$ cat src/rtl/fpmac_stepper_pkg.sv
// Shared types and constants for the FPMAC operand stepper: FSM encoding,
// single-precision constants and the 16-entry operand table.
package fpmac_stepper_pkg;

    typedef enum logic [2:0] {
        ST_IDLE  = 3'd0,
        ST_ISSUE = 3'd1,
        ST_WAIT  = 3'd2,
        ST_HOLD  = 3'd3,
        ST_DONE  = 3'd4,
        ST_ERR   = 3'd5
    } state_t;

    localparam logic [31:0] ONE  = 32'h3F80_0000;
    localparam logic [31:0] ZERO = 32'h0000_0000;

    localparam int TABLE_DEPTH = 16;

    typedef struct packed {
        logic [31:0] a;
        logic [31:0] b;
    } operand_pair_t;

    function automatic operand_pair_t op_table(input logic [3:0] idx);
        operand_pair_t pair;
        case (idx)
            4'd0:    pair = '{a: ONE,          b: 32'h4000_0000};  // 1.0, 2.0
            4'd1:    pair = '{a: 32'h4040_0000, b: 32'h3F00_0000};  // 3.0, 0.5
            4'd2:    pair = '{a: 32'h4080_0000, b: 32'h3E80_0000};  // 4.0, 0.25
            4'd3:    pair = '{a: 32'h40A0_0000, b: 32'h4020_0000};  // 5.0, 2.5
            4'd4:    pair = '{a: 32'hBF80_0000, b: 32'h4040_0000};  // -1.0, 3.0
            4'd5:    pair = '{a: 32'h4100_0000, b: 32'h3DCC_CCCD};  // 8.0, 0.1
            4'd6:    pair = '{a: 32'h3FC0_0000, b: 32'h3FC0_0000};  // 1.5, 1.5
            4'd7:    pair = '{a: 32'h4120_0000, b: ONE};            // 10.0, 1.0
            4'd8:    pair = '{a: 32'h42C8_0000, b: 32'h3C23_D70A};  // 100.0, 0.01
            4'd9:    pair = '{a: 32'hC000_0000, b: 32'hC000_0000};  // -2.0, -2.0
            4'd10:   pair = '{a: 32'h4049_0FDB, b: ONE};            // pi, 1.0
            4'd11:   pair = '{a: 32'h3F00_0000, b: 32'h3F00_0000};  // 0.5, 0.5
            4'd12:   pair = '{a: 32'h4180_0000, b: 32'h3D80_0000};  // 16.0, 0.0625
            4'd13:   pair = '{a: ZERO,          b: ONE};
            4'd14:   pair = '{a: ONE,           b: ZERO};
            default: pair = '{a: 32'h40E0_0000, b: 32'h3E00_0000};  // 7.0, 0.125
        endcase
        return pair;
    endfunction

endpackage

$ cat src/rtl/sync_edge_detect.sv
// Two-flop synchronizer for an asynchronous level plus a one-cycle
// rising-edge pulse taken from the synchronized side.
module sync_edge_detect (
    input  logic clock,
    input  logic reset,
    input  logic async_in,
    output logic rise
);

    logic sync1_reg;
    logic sync2_reg;
    logic sync3_reg;

    always_ff @(posedge clock or negedge reset) begin
        if (!reset) begin
            sync1_reg <= 1'b0;
            sync2_reg <= 1'b0;
            sync3_reg <= 1'b0;
        end else begin
            sync1_reg <= async_in;
            sync2_reg <= sync1_reg;
            sync3_reg <= sync2_reg;
        end
    end

    assign rise = sync2_reg & ~sync3_reg;

endmodule

$ cat src/rtl/fpmac_operand_stepper.sv
// Steps through the operand table one pair per slow_clock rising edge, issuing
// each pair to the FPMAC and latching its result for display.
module fpmac_operand_stepper
    import fpmac_stepper_pkg::*;
#(
    parameter int NUM_OPS        = 8,
    parameter int TIMEOUT_CYCLES = 64
) (
    input  logic                       clock,
    input  logic                       reset,
    input  logic                       slow_clock,
    input  logic                       run,
    output logic [31:0]                op_a,
    output logic [31:0]                op_b,
    output logic                       op_valid,
    output logic                       acc_clear,
    input  logic                       res_valid,
    input  logic [31:0]                res_data,
    output logic [31:0]                disp_result,
    output logic [$clog2(NUM_OPS)-1:0] op_index,
    output logic                       done,
    output logic                       timeout_err
);

    localparam int IDX_W   = $clog2(NUM_OPS);
    localparam int TIMER_W = $clog2(TIMEOUT_CYCLES);
    localparam logic [IDX_W-1:0]   LAST_IDX   = IDX_W'(NUM_OPS - 1);
    localparam logic [TIMER_W-1:0] TIMER_LAST = TIMER_W'(TIMEOUT_CYCLES - 1);

    state_t              state_reg;
    state_t              state_next;
    logic [IDX_W-1:0]    op_index_reg;
    logic [TIMER_W-1:0]  timer_reg;
    logic [31:0]         op_a_reg;
    logic [31:0]         op_b_reg;
    logic [31:0]         disp_result_reg;
    logic                step;
    operand_pair_t       table_pair;

    sync_edge_detect u_slow_edge (
        .clock    (clock),
        .reset    (reset),
        .async_in (slow_clock),
        .rise     (step)
    );

    assign table_pair = op_table(4'(op_index_reg));

    always_ff @(posedge clock or negedge reset) begin
        if (!reset) begin
            state_reg <= ST_IDLE;
        end else begin
            state_reg <= state_next;
        end
    end

    always_comb begin
        state_next  = state_reg;
        op_valid    = 1'b0;
        acc_clear   = 1'b0;
        done        = 1'b0;
        timeout_err = 1'b0;

        case (state_reg)
            ST_ISSUE: begin
                op_valid  = 1'b1;
                acc_clear = (op_index_reg == '0);
            end
            ST_DONE: done        = 1'b1;
            ST_ERR:  timeout_err = 1'b1;
            default: ;
        endcase

        // run low overrides every transition, including a pending result
        if (!run) begin
            state_next = ST_IDLE;
        end else begin
            case (state_reg)
                ST_IDLE:  if (step) state_next = ST_ISSUE;
                ST_ISSUE: state_next = ST_WAIT;
                ST_WAIT: begin
                    if (res_valid) begin
                        state_next = (op_index_reg == LAST_IDX) ? ST_DONE : ST_HOLD;
                    end else if (timer_reg == TIMER_LAST) begin
                        state_next = ST_ERR;
                    end
                end
                ST_HOLD:  if (step) state_next = ST_ISSUE;
                default:  state_next = state_reg;
            endcase
        end
    end

    always_ff @(posedge clock or negedge reset) begin
        if (!reset) begin
            op_a_reg        <= ZERO;
            op_b_reg        <= ZERO;
            disp_result_reg <= ZERO;
            op_index_reg    <= '0;
            timer_reg       <= '0;
        end else begin
            // operands are loaded on entry to ISSUE and then held
            if (state_next == ST_ISSUE) begin
                op_a_reg <= table_pair.a;
                op_b_reg <= table_pair.b;
            end

            if (state_reg == ST_ISSUE) begin
                timer_reg <= '0;
            end else if (state_reg == ST_WAIT) begin
                timer_reg <= timer_reg + 1'b1;
            end

            if (!run) begin
                op_index_reg <= '0;
            end else if (state_reg == ST_WAIT && res_valid) begin
                disp_result_reg <= res_data;
                if (op_index_reg != LAST_IDX) begin
                    op_index_reg <= op_index_reg + 1'b1;
                end
            end
        end
    end

    assign op_a        = op_a_reg;
    assign op_b        = op_b_reg;
    assign disp_result = disp_result_reg;
    assign op_index    = op_index_reg;

endmodule

$ cat config.mk
export PLATFORM = sky130hd
export DESIGN_NAME = fpmac_operand_stepper
export DESIGN_NICKNAME = d
export VERILOG_FILES = /design/src/rtl/fpmac_stepper_pkg.sv /design/src/rtl/sync_edge_detect.sv /design/src/rtl/fpmac_operand_stepper.sv
export SDC_FILE = /design/constraint.sdc
export NUM_CORES = 1
export LEC_CHECK = 0
export BUFFER_PORTS_ARGS = -buffer_cell sky130_fd_sc_hd__buf_2
export CAP_MARGIN = 0
export CORE_UTILIZATION = 35
export DETAILED_ROUTE_END_ITERATION = 6
export SKIP_CTS_REPAIR_TIMING = 1
export SYNTH_ARGS = -nofsm -noshare
export SYNTH_HDL_FRONTEND = slang
export SYNTH_SLANG_ARGS = --single-unit
export TNS_END_PERCENT = 100
$ cat constraint.sdc
create_clock -name clock -period 3.2 [get_ports clock]
set_clock_uncertainty 0.05 [all_clocks]
set_input_delay 0.32 -clock clock [delete_from_list [all_inputs] [get_ports clock]]
set_output_delay 0.32 -clock clock [all_outputs]
set_load 0.1 [all_outputs]
==> results.md, run 1 <==
* Final WS setup at 0.549 ns
* Area contributors post-synth: dfrtp_1 (50%), mux2_2 (14%), buf_4 (12%)
* Sw Share at 55.8%
* TritonCTS clock tree: built
* Critical Path Fanout Max at 15
* WHS Path Cells at 1
* Status: finished, final reports clean
* Largest net degree at the start of global routing at between 40 and 50
* Hold crit path type: in2reg
* CP peak stage delay at 0.42 ns
* Setup_tns at 0 ns
* Yosys top cell by area: dfrtp_1
* Clk pwr share at 19.9%
* Router iterations before antenna repair at 4
* Post-Syn Area at slightly above 0.003 mm²
* Initial antenna violation count at 0
* Clock Pin Slew Worst Setup and Hold Paths at 0.07 ns
* Ports at 140
* Synthesized area per cell at about 12 µm²
* Core Area at between 0.008 and 0.009 mm²
* Required @ worst endpoint at roughly 3.4 ns
* Reg2reg start: timer_reg[0]
* Peak supply drop at just over 0.0008 V
* Avg WL per Cell at 12.4 µm
* Worst skew pair latency at 0.33 ns
* Final hold violation count at 0
* Antenna diodes at 0
* Worst Hold Endpoint: u_slow_edge.sync1_reg
* Die area at ~0.009 mm²
* Leak at 2.01 nW
* Main synth FF type: dfrtp_1
* Max-cap violations at 0
* EDFF count, synth at 0
* Int Power at ~1.8 mW
* Starting Density at 36.0%
* Unrepaired setup endpoints after global routing: no
* Worst Setup End Kind: flop
* First-pass GRT wire length at 9130 µm
* RePlAce Congestion at 0.797
* Minimum clock period at between 2 and 3 ns
* Vias in the first global route at 2002
* Fmax at between 0.3 and 0.4 GHz
* GRT Util Overall at 13.2%
* CP delay by family, top: compound AO/OA/AOI/OAI gates
* Height of the chip at 96.2 µm
* Worst Path Arrival at between 2 and 3 ns
* Sequential power share at 27.1%
* Iteration-0 DRC Markers at 33
* R2r setup slk at 0.55 ns
* Die W at around 96 µm
* Root buffer cell: clkbuf_8
* Sequential cell area fraction in the yosys report at between 40% and 50%
* Sink Count at 62
* Count of buffers from port buffering at 107
* Total CTS buffers at 9
* Layout cells sized above 1 at roughly 50%
* RR Endpoint: op_a[22]
* CP Class: reg2reg
* Clock buffer depth at 2
* Synth warn at 0
* CP startpoint kind: flop
* Area share of the largest cell type after synthesis at 49.9%
* Max reg flops at 32
* Vias per cell at between 4 and 5
* Synth unique cells at 40
* Logic pwr share at 53.0%
* Drt drc at 0
* Count leader, synth: dfrtp_1
* Worst path cell trace: ha_1 -> nand2_1 -> or3_1 -> a221o_2 -> a2111oi_4 -> buf_4 -> mux2_2
* GRT overflow at 0
* DP HPWL at 4220 µm
* Row count at 34
* Place WS at 0.579 ns
* Post-synth ARST share at 100%
* Mapped Cells at about 260
* Hold Path Origin: slow_clock
* Worst slew pin tran at approximately 0.94 ns
* Worst path slowest cell: dfrtp_1
* Vias at 2093
* Fin nets at 401
* Period utilisation layout at between 80 and 90%
* Worst path bufs/invs at 1
* Slew margin rel. at 37.2%
* Final WL at 5810 µm
* Antenna viol nets, final at 0
* Switching pwr at about 2.2 mW
* Synthesized flop and latch total at 62
* H-tree depth at 3
* Synth-to-layout area growth at 20.4%
* R2R depth at 7
* PD cells at 1070 mW/mm²
* Crit path from: timer_reg[0]
* Commonest cells post-synth: dfrtp_1 (62), buf_4 (49), mux2_2 (38), nand2_1 (15), o21ai_0 (12)
* Final setup fails at 0
* Max Slew Vio Count at 0
cell families after synthesis:
group | Yosys count | share of synthesized area [%]
other | 1 | 0.121
xor gates and xnor gates | 1 | 0.282
DFF | 62 | 49.9
AOI/OAI and AO/OA | 26 | 5.84
muxes | 50 | 18.4
buffers and inverters | 69 | 14.7
adders and majority gates | 10 | 4.03
and+or+nand+nor | 40 | 6.65
cells in the final DEF (no fill, tap or decap), types with 2 or more instances in the layout:
cell and instances:
inv_1 10, mux2i_1 7, mux2_2 38, or3b_2 2, o21ai_0 12, ha_1 10, buf_4 4, bufinv_16 2
nand3_1 2, buf_2 107, nand4_1 2, nand2_1 15, nor2_1 8, a21oi_1 5, and3_1 2, clkbuf_8 11
mux2_4 5, conb_1 32, dfrtp_1 62
power groups by stage:
stage	combinational [mW]	clock, mW	sequential [mW]
2_1_floorplan	0.565	0	2.40
3_3_place_gp	2.12	0	1.09
3_5_place_dp	2.13	0	1.10
4_1_cts	2.13	0.820	1.08
5_1_grt	2.19	0.853	1.11
6_report	2.12	0.796	1.08
per-layer routing:
layer	up-vias	GRT usage [%]	wire, µm
met4	0	5.60	72
met1	999	15.4	2510
li1	985	-	-
met5	-	0	0
met2	100	20.8	2630
met3	9	6.08	591
worst max path at each step:
stage | depth (start not counted) | to
after floorplan | 7 | op_a[30]
after global placement | 7 | op_a[21]
after detailed placement | 7 | op_a[21]
after CTS | 7 | op_a[22]
after global routing | 7 | op_a[22]
final | 7 | op_a[22]
cell type report:
cell class / instances / area, µm²
Clock buffer: 11 / 151
Sequential cell: 62 / 1550
Inverter: 11 / 41.3
Multi-Input combinational cell: 159 / 1210
Clock inverter: 5 / 81.3
Timing Repair Buffer: 111 / 566
Tap cell: 108 / 135
Fill cell: 848 / 4890
metrics by stage:
stage	std cells	power [mW]	util, %	instance area [µm²]	hold slack, ns
CTS	467	4.04	43.3	3740	0.0178
detailed placement	451	3.22	40.6	3510	0.291
global placement	451	3.21	40.6	3510	0.301
floorplan	290	2.97	-	3220	-0.0256
global route	467	4.15	43.3	3740	0.0130
finish	467	4.00	43.3	3740	0.0389
worst register-to-register path, cell delays in order (launching register included):
cell and delay [ns]:
dfrtp_1 0.42, ha_1 0.25, nand2_1 0.08, or3_1 0.33
a221o_2 0.40, a2111oi_4 0.34, buf_4 0.31, mux2_2 0.37
(Power assumes the default switching activity.)
==> run 2, diff against run 1 <==
==> constraint.sdc (replaced) <==
create_clock -name clock -period 2.3 [get_ports clock]
set_clock_uncertainty 0.05 [all_clocks]
set_input_delay 0.23 -clock clock [delete_from_list [all_inputs] [get_ports clock]]
set_output_delay 0.23 -clock clock [all_outputs]
set_load 0.1 [all_outputs]
==> run 2 against run 1 <==
The flow now finishes with violations (negative setup slack). Combinational power is 43% higher. Via count rose by 1.6%. Cell count grew 3.6%. Sequential share of layout area shrank 1.9 points. Highest routed layer unchanged.
==> results.md, run 2 (same netlist as run 1, synthesis figures left out) <==
* R2r setup slk at -0.1 ns
* Clock Pin Slew Worst Setup and Hold Paths at 0.07 ns
* WHS Path Cells at 2
* Clk pwr share at 16.9%
* Clock buffer depth at 2
* Busiest layer in global routing: met2
* Largest net degree at the start of global routing at 34
* Cells after DPL at 466
* H-tree depth at 3
* GRT met2 Usage at between 20% and 30%
* Height of the chip at 96.2 µm
* Max reg flops at 32
* Starting Density at 36.0%
* Router iterations before antenna repair at 4
* Row count at 34
* Peak supply drop at 0.000918 V
* Met1 GRT Util at 16.5%
* Most frequent cells in the layout: buf_2 (106), dfrtp_1 (59), mux2_2 (38), conb_1 (32), buf_4 (17)
* Worst slew pin tran at about 0.58 ns
* Synth-to-layout area growth at 26.8%
* Final WL at 5890 µm
* Worst Setup End Kind: flop
* Max-cap violations at 0
* Sw Share at 56.6%
* Vias per cell at 4.39
* Switching pwr at 3.09 mW
* Commonest non-fill, non-tap cell in the layout: buf_2
* Final WS setup at -0.0969 ns
* Final setup fails at 14
* DP HPWL at 4380 µm
* Worst skew pair latency at 0.33 ns
* Int Power at 2.36 mW
* Max Slew Vio Count at 0
* Fmax at 0.417 GHz
* Final std cells w/o fill at 484
* Critical Path Fanout Max at 12
* Hold Path Origin: res_data[31]
* Sink Count at 62
* Minimum clock period at 2.40 ns
* Slew margin rel. at 61.3%
* GRT overflow at 0
* Required @ worst endpoint at between 2 and 2.5 ns
* Die area at ~0.0093 mm²
* Core Area at ~0.0086 mm²
* Total CTS buffers at 9
* PD cells at 1380 mW/mm²
* Worst Path Arrival at ~2.6 ns
* Fin nets at 419
* Iteration-0 DRC Markers at 62
* Antenna viol nets, final at 0
* Die W at 96.2 µm
* Sequential power share at a little over a quarter
* Worst Hold Endpoint: disp_result[31]
* Met3 Use GR at 5.53%
* Hold crit path type: in2reg
* Root buffer cell: clkbuf_8
* RR Endpoint: op_a[22]
* Logic pwr share at 55.7%
* Reg2reg start: timer_reg[1]
* Initial antenna violation count at 0
* R2R depth at 7
* Drt drc at 0
* Period utilisation layout at 104%
* TritonCTS clock tree: built
* Avg WL per Cell at 12.2 µm
* Unrepaired setup endpoints after global routing: yes
* Status: finished, violations left
* Count of buffers from port buffering at 107
* Final hold violation count at 0
* RePlAce Congestion at 0.851
* First-pass GRT wire length at between 9000 and 10000 µm
* Layout cells sized above 1 at a little over half
* Leak at between 2 and 2.5 nW
* CP Class: reg2reg
* Failing checks: negative setup slack
* Vias in the first global route at 2071
* Setup_tns at -0.926 ns
* Ports at 140
* CP startpoint kind: flop
* Antenna diodes at 0
* GRT Util Overall at a little over an eighth
* Vias at roughly 2100
## run 2: cell count changes in the layout (fill, tap and decap cells not counted), sizes merged
cell	delta
dlygate4sd3	+2
bufinv	-1
buf	+16
## run 2: through the flow
stage	utilization [%]	power, mW	setup WS [ns]	instance area (µm²)	hold WS [ns]
2_1_floorplan	-	4.14	-0.243	3260	-0.116
3_3_place_gp	43.0	4.52	-0.0714	3710	0.203
3_5_place_dp	43.0	4.55	-0.103	3710	0.215
4_1_cts	45.2	5.49	-0.106	3900	-0.156
5_1_grt	45.6	5.67	-0.158	3940	0.0605
6_report	45.6	5.45	-0.0969	3940	0.0728
## run 2: final cells by class
class | instances | area, µm²
Inverter | 11 | 41.3
Tap cell | 108 | 135
Clock inverter | 4 | 47.5
Clock buffer | 11 | 141
Sequential cell | 62 | 1560
Multi-Input combinational cell | 159 | 1250
Timing Repair Buffer | 129 | 758
Fill cell | 810 | 4700
## run 2: worst max path at each step
stage	end	start	cells after the start
floorplan	op_a[30]	op_index[1]	7
global placement	op_b[29]	timer_reg[0]	7
detailed placement	op_a[22]	timer_reg[1]	7
CTS	op_a[22]	timer_reg[1]	7
global route	op_b[29]	timer_reg[1]	7
finish	op_a[22]	timer_reg[1]	7
## run 2: critical path, cell delays in order, from the launching register on
cell       delay (ns)
dfrtp_1          0.35
ha_2             0.19
nand2_2          0.05
or3_4            0.33
a221o_2          0.43
a2111oi_4        0.35
buf_12           0.19
mux2_2           0.34
## run 2: routing by layer
layer,up-vias,routed length [µm]
met4,0,91
met3,10,571
met5,-,0
met1,993,2570
li1,1019,-
met2,104,2650
## run 2: power groups by stage
stage,Clock (mW),Combinational (mW),Sequential [mW]
after detailed placement,0,3.04,1.51
after floorplan,0,0.788,3.35
after CTS,0.957,3.04,1.49
final,0.922,3.03,1.49
after global routing,0.996,3.14,1.53
after global placement,0,3.03,1.50
